<file path="config.mk">
export PLATFORM = sky130hd
export DESIGN_NAME = adxl345_sample_assembler
export DESIGN_NICKNAME = d
export VERILOG_FILES = /design/src/rtl/adxl345_sample_assembler.sv
export SDC_FILE = /design/constraint.sdc
export NUM_CORES = 1
export LEC_CHECK = 0
export ABC_AREA = 0
export BUFFER_PORTS_ARGS = -buffer_cell sky130_fd_sc_hd__buf_2
export CAP_MARGIN = 30
export CORE_MARGIN = 8
export CORE_UTILIZATION = 30
export DETAILED_ROUTE_END_ITERATION = 10
export PLACE_DENSITY = 0.52
export SLEW_MARGIN = 20
export SYNTH_ARGS = -nofsm -noshare
export SYNTH_HDL_FRONTEND = slang
export SYNTH_SLANG_ARGS = --single-unit
export TNS_END_PERCENT = 10
</file>
<file path="constraint.sdc">
create_clock -name CLOCK_50 -period 3.2 [get_ports CLOCK_50]
set_input_delay 0.48 -clock CLOCK_50 [delete_from_list [all_inputs] [get_ports CLOCK_50]]
set_output_delay 0.48 -clock CLOCK_50 [all_outputs]
set_load 0.05 [all_outputs]
</file>
<file path="src/rtl/adxl345_sample_assembler.sv">
// rtl/adxl345_sample_assembler.sv - assembles ADXL345 DATAX0..DATAZ1 bytes into averaged axis samples
module adxl345_sample_assembler #(
    parameter int                 AVG_LOG2 = 2,
    parameter logic signed [15:0] DEADBAND = 16'sd64
) (
    input  logic        CLOCK_50,
    input  logic        reset_n,
    input  logic        byte_valid,
    input  logic [7:0]  byte_data,
    input  logic        byte_last,
    input  logic        frame_abort,
    output logic        sample_valid,
    output logic [15:0] accel_x,
    output logic [15:0] accel_y,
    output logic [15:0] accel_z,
    output logic [3:0]  tilt,
    output logic        frame_err,
    output logic [7:0]  err_count,
    output logic        busy
);

    typedef enum logic {
        ST_COLLECT = 1'b0,
        ST_DRAIN   = 1'b1
    } state_t;

    localparam logic [2:0] LAST_CNT = 3'((1 << AVG_LOG2) - 1);

    state_t             state_q, state_d;
    logic [2:0]         idx_q, idx_d;
    logic [7:0]         shadow_q [5];
    logic [7:0]         shadow_d [5];
    logic signed [18:0] acc_x_q, acc_x_d, acc_y_q, acc_y_d, acc_z_q, acc_z_d;
    logic [2:0]         frm_cnt_q, frm_cnt_d;
    logic [15:0]        accel_x_q, accel_x_d, accel_y_q, accel_y_d, accel_z_q, accel_z_d;
    logic [3:0]         tilt_q, tilt_d;
    logic               sample_valid_q, sample_valid_d;
    logic               frame_err_q, frame_err_d;
    logic [7:0]         err_count_q, err_count_d;

    logic signed [18:0] sum_x, sum_y, sum_z;
    logic [15:0]        new_x, new_y, new_z;
    logic               frame_done, frame_bad;

    function automatic logic [15:0] avg_out(input logic signed [18:0] s);
        logic signed [18:0] sh;
        sh = s >>> AVG_LOG2;
        return sh[15:0];
    endfunction

    function automatic logic [1:0] tilt_of(input logic [15:0] v);
        logic signed [15:0] s;
        s = v;
        return {s > DEADBAND, s < -DEADBAND};
    endfunction

    // Z1 arrives on the completing cycle, so Z is formed straight from byte_data.
    always_comb begin
        sum_x = acc_x_q + {{3{shadow_q[1][7]}}, shadow_q[1], shadow_q[0]};
        sum_y = acc_y_q + {{3{shadow_q[3][7]}}, shadow_q[3], shadow_q[2]};
        sum_z = acc_z_q + {{3{byte_data[7]}}, byte_data, shadow_q[4]};
        new_x = avg_out(sum_x);
        new_y = avg_out(sum_y);
        new_z = avg_out(sum_z);
    end

    always_comb begin
        state_d        = state_q;
        idx_d          = idx_q;
        shadow_d       = shadow_q;
        acc_x_d        = acc_x_q;
        acc_y_d        = acc_y_q;
        acc_z_d        = acc_z_q;
        frm_cnt_d      = frm_cnt_q;
        accel_x_d      = accel_x_q;
        accel_y_d      = accel_y_q;
        accel_z_d      = accel_z_q;
        tilt_d         = tilt_q;
        sample_valid_d = 1'b0;
        frame_err_d    = 1'b0;
        err_count_d    = err_count_q;
        frame_done     = 1'b0;
        frame_bad      = 1'b0;

        if (frame_abort) begin
            frame_bad = (idx_q != 3'd0) || (state_q == ST_DRAIN);
            idx_d     = 3'd0;
            state_d   = ST_COLLECT;
        end else if (byte_valid) begin
            if (state_q == ST_DRAIN) begin
                if (byte_last) begin
                    state_d = ST_COLLECT;
                    idx_d   = 3'd0;
                end
            end else begin
                case (idx_q)
                    3'd0:    shadow_d[0] = byte_data;
                    3'd1:    shadow_d[1] = byte_data;
                    3'd2:    shadow_d[2] = byte_data;
                    3'd3:    shadow_d[3] = byte_data;
                    3'd4:    shadow_d[4] = byte_data;
                    default: ;
                endcase
                if (idx_q == 3'd5) begin
                    idx_d = 3'd0;
                    if (byte_last) begin
                        frame_done = 1'b1;
                    end else begin
                        frame_bad = 1'b1;
                        state_d   = ST_DRAIN;
                    end
                end else if (byte_last) begin
                    frame_bad = 1'b1;
                    idx_d     = 3'd0;
                end else begin
                    idx_d = idx_q + 3'd1;
                end
            end
        end

        if (frame_done) begin
            if (frm_cnt_q == LAST_CNT) begin
                accel_x_d      = new_x;
                accel_y_d      = new_y;
                accel_z_d      = new_z;
                tilt_d         = {tilt_of(new_x), tilt_of(new_y)};
                sample_valid_d = 1'b1;
                acc_x_d        = '0;
                acc_y_d        = '0;
                acc_z_d        = '0;
                frm_cnt_d      = 3'd0;
            end else begin
                acc_x_d   = sum_x;
                acc_y_d   = sum_y;
                acc_z_d   = sum_z;
                frm_cnt_d = frm_cnt_q + 3'd1;
            end
        end

        if (frame_bad) begin
            frame_err_d = 1'b1;
            if (err_count_q != 8'hFF) begin
                err_count_d = err_count_q + 8'd1;
            end
        end
    end

    always_ff @(posedge CLOCK_50) begin
        if (!reset_n) begin
            state_q        <= ST_COLLECT;
            idx_q          <= 3'd0;
            shadow_q       <= '{default: 8'd0};
            acc_x_q        <= '0;
            acc_y_q        <= '0;
            acc_z_q        <= '0;
            frm_cnt_q      <= 3'd0;
            accel_x_q      <= 16'd0;
            accel_y_q      <= 16'd0;
            accel_z_q      <= 16'd0;
            tilt_q         <= 4'd0;
            sample_valid_q <= 1'b0;
            frame_err_q    <= 1'b0;
            err_count_q    <= 8'd0;
        end else begin
            state_q        <= state_d;
            idx_q          <= idx_d;
            shadow_q       <= shadow_d;
            acc_x_q        <= acc_x_d;
            acc_y_q        <= acc_y_d;
            acc_z_q        <= acc_z_d;
            frm_cnt_q      <= frm_cnt_d;
            accel_x_q      <= accel_x_d;
            accel_y_q      <= accel_y_d;
            accel_z_q      <= accel_z_d;
            tilt_q         <= tilt_d;
            sample_valid_q <= sample_valid_d;
            frame_err_q    <= frame_err_d;
            err_count_q    <= err_count_d;
        end
    end

    assign sample_valid = sample_valid_q;
    assign accel_x      = accel_x_q;
    assign accel_y      = accel_y_q;
    assign accel_z      = accel_z_q;
    assign tilt         = tilt_q;
    assign frame_err    = frame_err_q;
    assign err_count    = err_count_q;
    assign busy         = (idx_q != 3'd0) || (state_q == ST_DRAIN);

endmodule

</file>
Word-level counts from Yosys, hierarchy flattened
Cells that the tools add are included.
- register bits after elaboration: 166
- latch bits: 0
- RAM bits: 0
- memory bits (read-only): 0
- input port bits: 13
- output and inout port bits: 63
- word-level logic and storage cells: 74
- memories kept: 0
- add/sub/neg operators: 6
- multiply operators: 0
- div/mod/pow operators: 0
- $lt $le $gt $ge: 4
- eq/ne operators: 8
- shifts and indexed selects: 0
- mux-type cells: 22
- bitwise operators: 3
- reductions and logical operators: 13
- operators by type and width (operator ; number):
    19-bit adder ; 3
    19-bit two-way mux ; 3
    16-bit by 8-bit greater-than comparator with 1-bit output (second input constant) ; 2
    16-bit by 7-bit < comparator with 1-bit output (second input constant) ; 2
    4-bit AND reduction ; 5
    3-bit two-way mux ; 5
    1-bit two-way mux ; 14
    3-bit by 2-bit == test with 1-bit output (second input constant) ; 3
    8-bit by 1-bit adder with 8-bit output (second input constant) ; 1
    8-bit inequality test (second input constant) ; 1
    2-bit AND reduction ; 4
    3-bit by 1-bit adder with 3-bit output (second input constant) ; 2
    3-bit == test (second input constant) ; 2
    3-bit by 1-bit == test with 1-bit output (second input constant) ; 1
    3-bit logical NOT ; 1
    1-bit NOT ; 3
    3-bit nonzero test ; 1
    2-bit inequality test (second input constant) ; 1
    2-bit OR reduction ; 1
    1-bit logical OR ; 1

Logic depth before layout (Yosys ltp)
- word-level depth: 6
- depth in mapped cells: 12
- gate-level depth less buffers: 11

Least setup slack after synthesis
Ideal clock, no wire load.
- path type: register to register
- from: register shadow_q[16] in the netlist's numbering
- to: register tilt_q[1] (netlist: tilt[1])
- setup time: 0.132 ns
- arrival: 2.792 ns
- data required time: 3.068 ns
- slack: 0.276 ns
- stages on the path, launching flop included: 11
- path buffers: 0
- period minus slack after synthesis: 2.924 ns
- path through: dfxtp_1 ha_1 fa_1 a211oi_1 o21ai_0 a311oi_1 o2bb2ai_1 xnor2_1 or4_1 nor4_1 o31ai_1
- cells in the longest elaborated chain, start to end: 2
- ends and longest elaborated chain (item ; RTL line ; text):
    from (decl) ; 31 ; logic [7:0] shadow_q [5];
    from (signal assigned) ; 167 ; shadow_q <= shadow_d;
    19-bit adder ; 60 ; sum_y = acc_y_q + {{3{shadow_q[3][7]}}, shadow_q[3], shadow_q[2]};
    16-bit by 8-bit greater-than comparator with 1-bit output ; 54 ; return {s > DEADBAND, s < -DEADBAND};
    to (signal assigned) ; 175 ; tilt_q <= tilt_d;
    to (decl) ; 36 ; logic [3:0] tilt_q, tilt_d;
No other way between the ends.
A chain may end at the register's enable or synchronous reset.

Worst setup path after layout
- from: register shadow_q[33] in the netlist's numbering
- to: register tilt_q[3] (netlist: tilt[3])
- cells in the longest elaborated chain, start to end: 2
- ends and longest elaborated chain (item ; RTL line ; text):
    19-bit adder ; 59 ; sum_x = acc_x_q + {{3{shadow_q[1][7]}}, shadow_q[1], shadow_q[0]};
    16-bit by 8-bit greater-than comparator with 1-bit output ; 54 ;
No other way between the ends.

==> summary.txt <==
Status
  – Run status: complete, no violations

Pwr
  – Part of the power in the clock network: 48.0%
  – VDD IR max: ~0.34 mV
  – Flop pwr share: a little under half
  – Power per Cell Area: ~420 mW/mm^2
  – P_sw: roughly 1100 uW
  – Combinational Power Share: under 10%
  – Net switching fraction of the power: a little over a quarter
  – Internal power summed over all cells: ~3100 uW
  – Static Leak: approximately 0.0041 uW

Worst setup path
  – Reg-to-reg endpoint: tilt[3]
  – R2r setup slk: 100 ps
  – Critical Path RT: around 3500 ps
  – Crit path launch type: flop
  – Startpoint-to-endpoint class of the critical path: reg -> reg
  – Maximum fanout encountered on the critical timing path: 3
  – Data arrival, critical path: around 3400 ps
  – Critical Path End Type: flop
  – Worst-case reg-to-reg path depth: 9
  – Worst reg2reg startpoint: shadow_q[33]

Synth
  – Post-synthesis sequential area ratio: roughly two fifths
  – Synthesis warning total: 0
  – Post-synthesis net count: about 1100
  – Post-synthesis share of cell area spent on and, or, nand and nor gates: about 22%
  – Gate count of the mapped netlist: between 1000 and 1500
  – Proportion of synthesized area in mux cells: roughly 1.1%
  – Synthesized area per cell: between 8 and 9 um^2
  – Combined area of all synthesized cells: approximately 0.0085 mm^2
  – Main flop type after synthesis: sky130_fd_sc_hd__dfxtp_1
  – Number of unique standard cell types used by synthesis: between 60 and 70
  – Synthesis-stage register bit count: approximately 160
  – Xor/xnor share of the synthesized area: around 4.5%
  – Adder and majority gate portion of the synthesized area: a little under a tenth
  – Share of flip-flops with an asynchronous set or reset after synthesis: 0%
  – Dominant combinational cell family by area after synthesis: simple AND/OR/NAND/NOR gates
  – Count of flip-flops with a built-in enable after synthesis: 0
  – Synth Area in Compound Gates: a little over a fifth

Clock tree
  – Clock transition at the registers of the reported paths: roughly 70 ps
  – Clock H-tree levels: 4
  – Clock latency reported for the late side of the worst-skew pair: roughly 440 ps
  – Number of clock sinks: between 150 and 200
  – Clock Tree Root: sky130_fd_sc_hd__clkbuf_16
  – Number of buffers added to fix hold violations after cts: 0
  – TritonCTS clock tree: done
  – Number of buffers added by the clock tree synthesis step: 17
  – CTS Buffer Depth: 2

Finish
  – Ratio of cells with drive above 1 in the final layout: between 10% and 20%
  – Filler cells: roughly 3000
  – Multi-input combinational cell area: 0.00504 mm^2
  – Area added between synthesis and finish: 17.8%
  – Register cell area after layout: about 0.0033 mm^2
  – Post-route insts no fill: ~1500
  – Total number of nets in the final design: between 1000 and 1500
  – Area of all placed cells without fillers: 0.0101 mm^2
  – Diode insertion count for antenna repair: 0

GRT
  – Pin count of the biggest net entering global routing: 87
  – Wire length of the first global-routing pass: slightly below 40 mm
  – Met1 Track Usage GR: between 10% and 20%
  – Number of global-route vias before repair: between 7000 and 8000
  – GR Layer Usage met3: 2.95%
  – Remaining global-route overflow: 0
  – Fraction of met2 tracks used by global routing: 23.5%
  – Antenna violations before repair: 0
  – Highest-utilization routing layer at the global route stage: met2
  – Overall track demand over capacity in global routing: 14.2%

Timing
  – Setup ws final: 95.6 ps
  – Maximum clock rate: between 300 and 400 MHz
  – Period utilisation layout: a little over nine tenths
  – Final Hold Viols: 0
  – Final setup violation count: 0
  – Worst slew margin: roughly a third
  – Final Max Slew Viols: 0
  – Final critical delay including setup and external delays: around 3100 ps
  – Transition time at the pin with the least slew margin: ~970 ps
  – Clock skew after layout: between 10 and 15 ps

Routing
  – DR pass1 iterations: 5
  – Routed Wire Length: ~24 mm
  – Via count: approximately 7600
  – DRC errors left: 0
  – Routed wire per std cell: between 15 and 20 um
  – Via density: 5.06
  – Number of DRC markers after the initial detailed-route iteration: between 400 and 500
  – Antenna Violating Nets Remaining: 0

Min path
  – Cell depth of the worst hold path: 2
  – Hold Path Sink: state_q
  – Critical hold path startpoint: byte_valid
  – HP Class: in -> reg

Placement
  – Number of cells in the design after placement: 1472
  – Placed Instance Area: around 0.0094 mm^2
  – Port buffer count: 75
  – Placer Congestion: 0.820
  – Estimated wirelength of the detail-placed design: roughly 16 mm
  – DP Worst Slack: ~75 ps

Floorplan
  – Height of the die: ~180 um
  – Number of placed I/O pins: 76
  – Horiz. Die Dim: ~180 um
  – Number of rows created at floorplan: between 60 and 70
  – Core footprint: ~0.028 mm^2
  – Die Footprint: 0.0341 mm^2
  – Starting density of the core: between 30% and 40%

Flow run
  – Max-cap violation count: 0
[cells in the mapped netlist, types with 14 or more instances]
master,n,area [um^2]
sky130_fd_sc_hd__ha_1,60,751
sky130_fd_sc_hd__nor3_1,16,80.1
sky130_fd_sc_hd__o21ai_0,22,110
sky130_fd_sc_hd__nand2_1,141,529
sky130_fd_sc_hd__nand3_1,47,235
sky130_fd_sc_hd__nand2b_1,14,87.6
sky130_fd_sc_hd__xnor2_1,34,298
sky130_fd_sc_hd__a21oi_1,106,531
sky130_fd_sc_hd__dfxtp_1,163,3260
sky130_fd_sc_hd__nor2_1,123,462
sky130_fd_sc_hd__a21o_1,15,113
sky130_fd_sc_hd__inv_1,23,86.3
sky130_fd_sc_hd__clkbuf_1,52,195
sky130_fd_sc_hd__a22oi_1,44,330
[per-layer routing]
metal  up-vias  part of all wire, %  wire, um
met1      3547                   48     11500
met4         0                  1.5       357
met2       149                   45     10800
met5         -                    0         0
met3        27                  4.8      1140
li1       3885                    -         -
[cell families after synthesis]
group | count (synthesis)
compound gates | 276
xor+xnor | 44
fa+ha+maj | 63
buf+inv | 76
flops | 163
mux | 9
simple gates | 414
[worst max-delay path, stage by stage, from the launching register on]
cell,delay [ps]
sky130_fd_sc_hd__dfxtp_1,330
sky130_fd_sc_hd__ha_1,310
sky130_fd_sc_hd__a211o_1,300
sky130_fd_sc_hd__a21o_1,190
sky130_fd_sc_hd__and4b_1,200
sky130_fd_sc_hd__or3_4,400
sky130_fd_sc_hd__o41ai_2,370
sky130_fd_sc_hd__or4b_4,510
sky130_fd_sc_hd__nand4b_1,180
sky130_fd_sc_hd__o211a_1,210
[metrics by stage]
| step | TNS [ps] | power, uW | hold WS [ps] | util, % |
|---|---|---|---|---|
| 3_3_place_gp | 0 | 2270 | 428 | 33.8 |
| 5_1_grt | -10.6 | 4430 | 288 | 36.0 |
| 6_report | 0 | 4270 | 292 | 36.0 |
| 4_1_cts | 0 | 4340 | 275 | 35.8 |
| 3_5_place_dp | 0 | 2270 | 433 | 33.8 |
| 2_1_floorplan | 0 | 2200 | 420 | - |
[worst max-delay path by stage]
stage,endpoint,cells after the start,slack [ps],startpoint
finish,tilt[3],9,100,shadow_q[33]
global route,tilt[3],9,-10,shadow_q[33]
CTS,tilt[3],11,10,acc_x_q[0]
detailed placement,tilt[3],11,80,shadow_q[32]
global placement,tilt[3],11,60,shadow_q[32]
floorplan,tilt[1],10,280,shadow_q[16]
[repair_timing]
action                     in CTS  in global routing
gates resized for setup         0                  9
buffers inserted                0                  1
setup endpoints to repair       0                  9
[layout by cell type (no fill, tap or decap), types with 7 or more instances in the layout]
cell type,synthesis,routed
sky130_fd_sc_hd__xor2_1,10,10
sky130_fd_sc_hd__or3_1,9,9
sky130_fd_sc_hd__a21oi_1,106,106
sky130_fd_sc_hd__a211oi_1,10,8
sky130_fd_sc_hd__xnor2_1,34,34
sky130_fd_sc_hd__a22oi_1,44,44
sky130_fd_sc_hd__nor3_1,16,16
sky130_fd_sc_hd__nand2b_1,14,14
sky130_fd_sc_hd__o21ai_0,22,22
sky130_fd_sc_hd__dfxtp_1,163,163
sky130_fd_sc_hd__a21o_1,15,15
sky130_fd_sc_hd__nand3_1,47,47
sky130_fd_sc_hd__and2_1,10,10
sky130_fd_sc_hd__buf_2,0,75
sky130_fd_sc_hd__nor2_1,123,121
sky130_fd_sc_hd__o21a_1,10,10
sky130_fd_sc_hd__inv_1,23,23
sky130_fd_sc_hd__clkbuf_16,0,17
sky130_fd_sc_hd__buf_4,0,25
sky130_fd_sc_hd__mux2i_1,9,9
sky130_fd_sc_hd__ha_1,60,59
sky130_fd_sc_hd__nand2_1,141,139
sky130_fd_sc_hd__o31ai_1,7,7
sky130_fd_sc_hd__nor2b_1,10,9
sky130_fd_sc_hd__and3_1,10,10
sky130_fd_sc_hd__nand4_1,7,7
[state kept, by name, summed over array words and instances, names as in the netlist]
signal and count:
acc_x_q 18, tilt 4, acc_y_q 18, shadow_q 40, frm_cnt_q 3, accel_z 16, acc_z_q 18, accel_x 16
state_q 1, frame_err 1, accel_y 16, idx_q 3, sample_valid 1, err_count 8
[layout make-up]
| cell class | count | area share [%] |
|---|---|---|
| inverters | 24 | 0.921 |
| well taps | 378 | 4.70 |
| clock buffers | 17 | 4.23 |
| repair buffers | 102 | 6.00 |
| clock inverters | 15 | 1.57 |
| multi-input cells | 806 | 50.1 |
| flip-flops and latches | 163 | 32.4 |
[power groups by stage]
stage          sequential, uW  combinational (uW)  clock, uW
2_1_floorplan            2090                 103          0
3_3_place_gp             2090                 181          0
3_5_place_dp             2090                 181          0
4_1_cts                  2040                 182       2120
5_1_grt                  2040                 199       2190
6_report                 2040                 183       2050
Note: power is estimated with default switching activity, not from simulation.
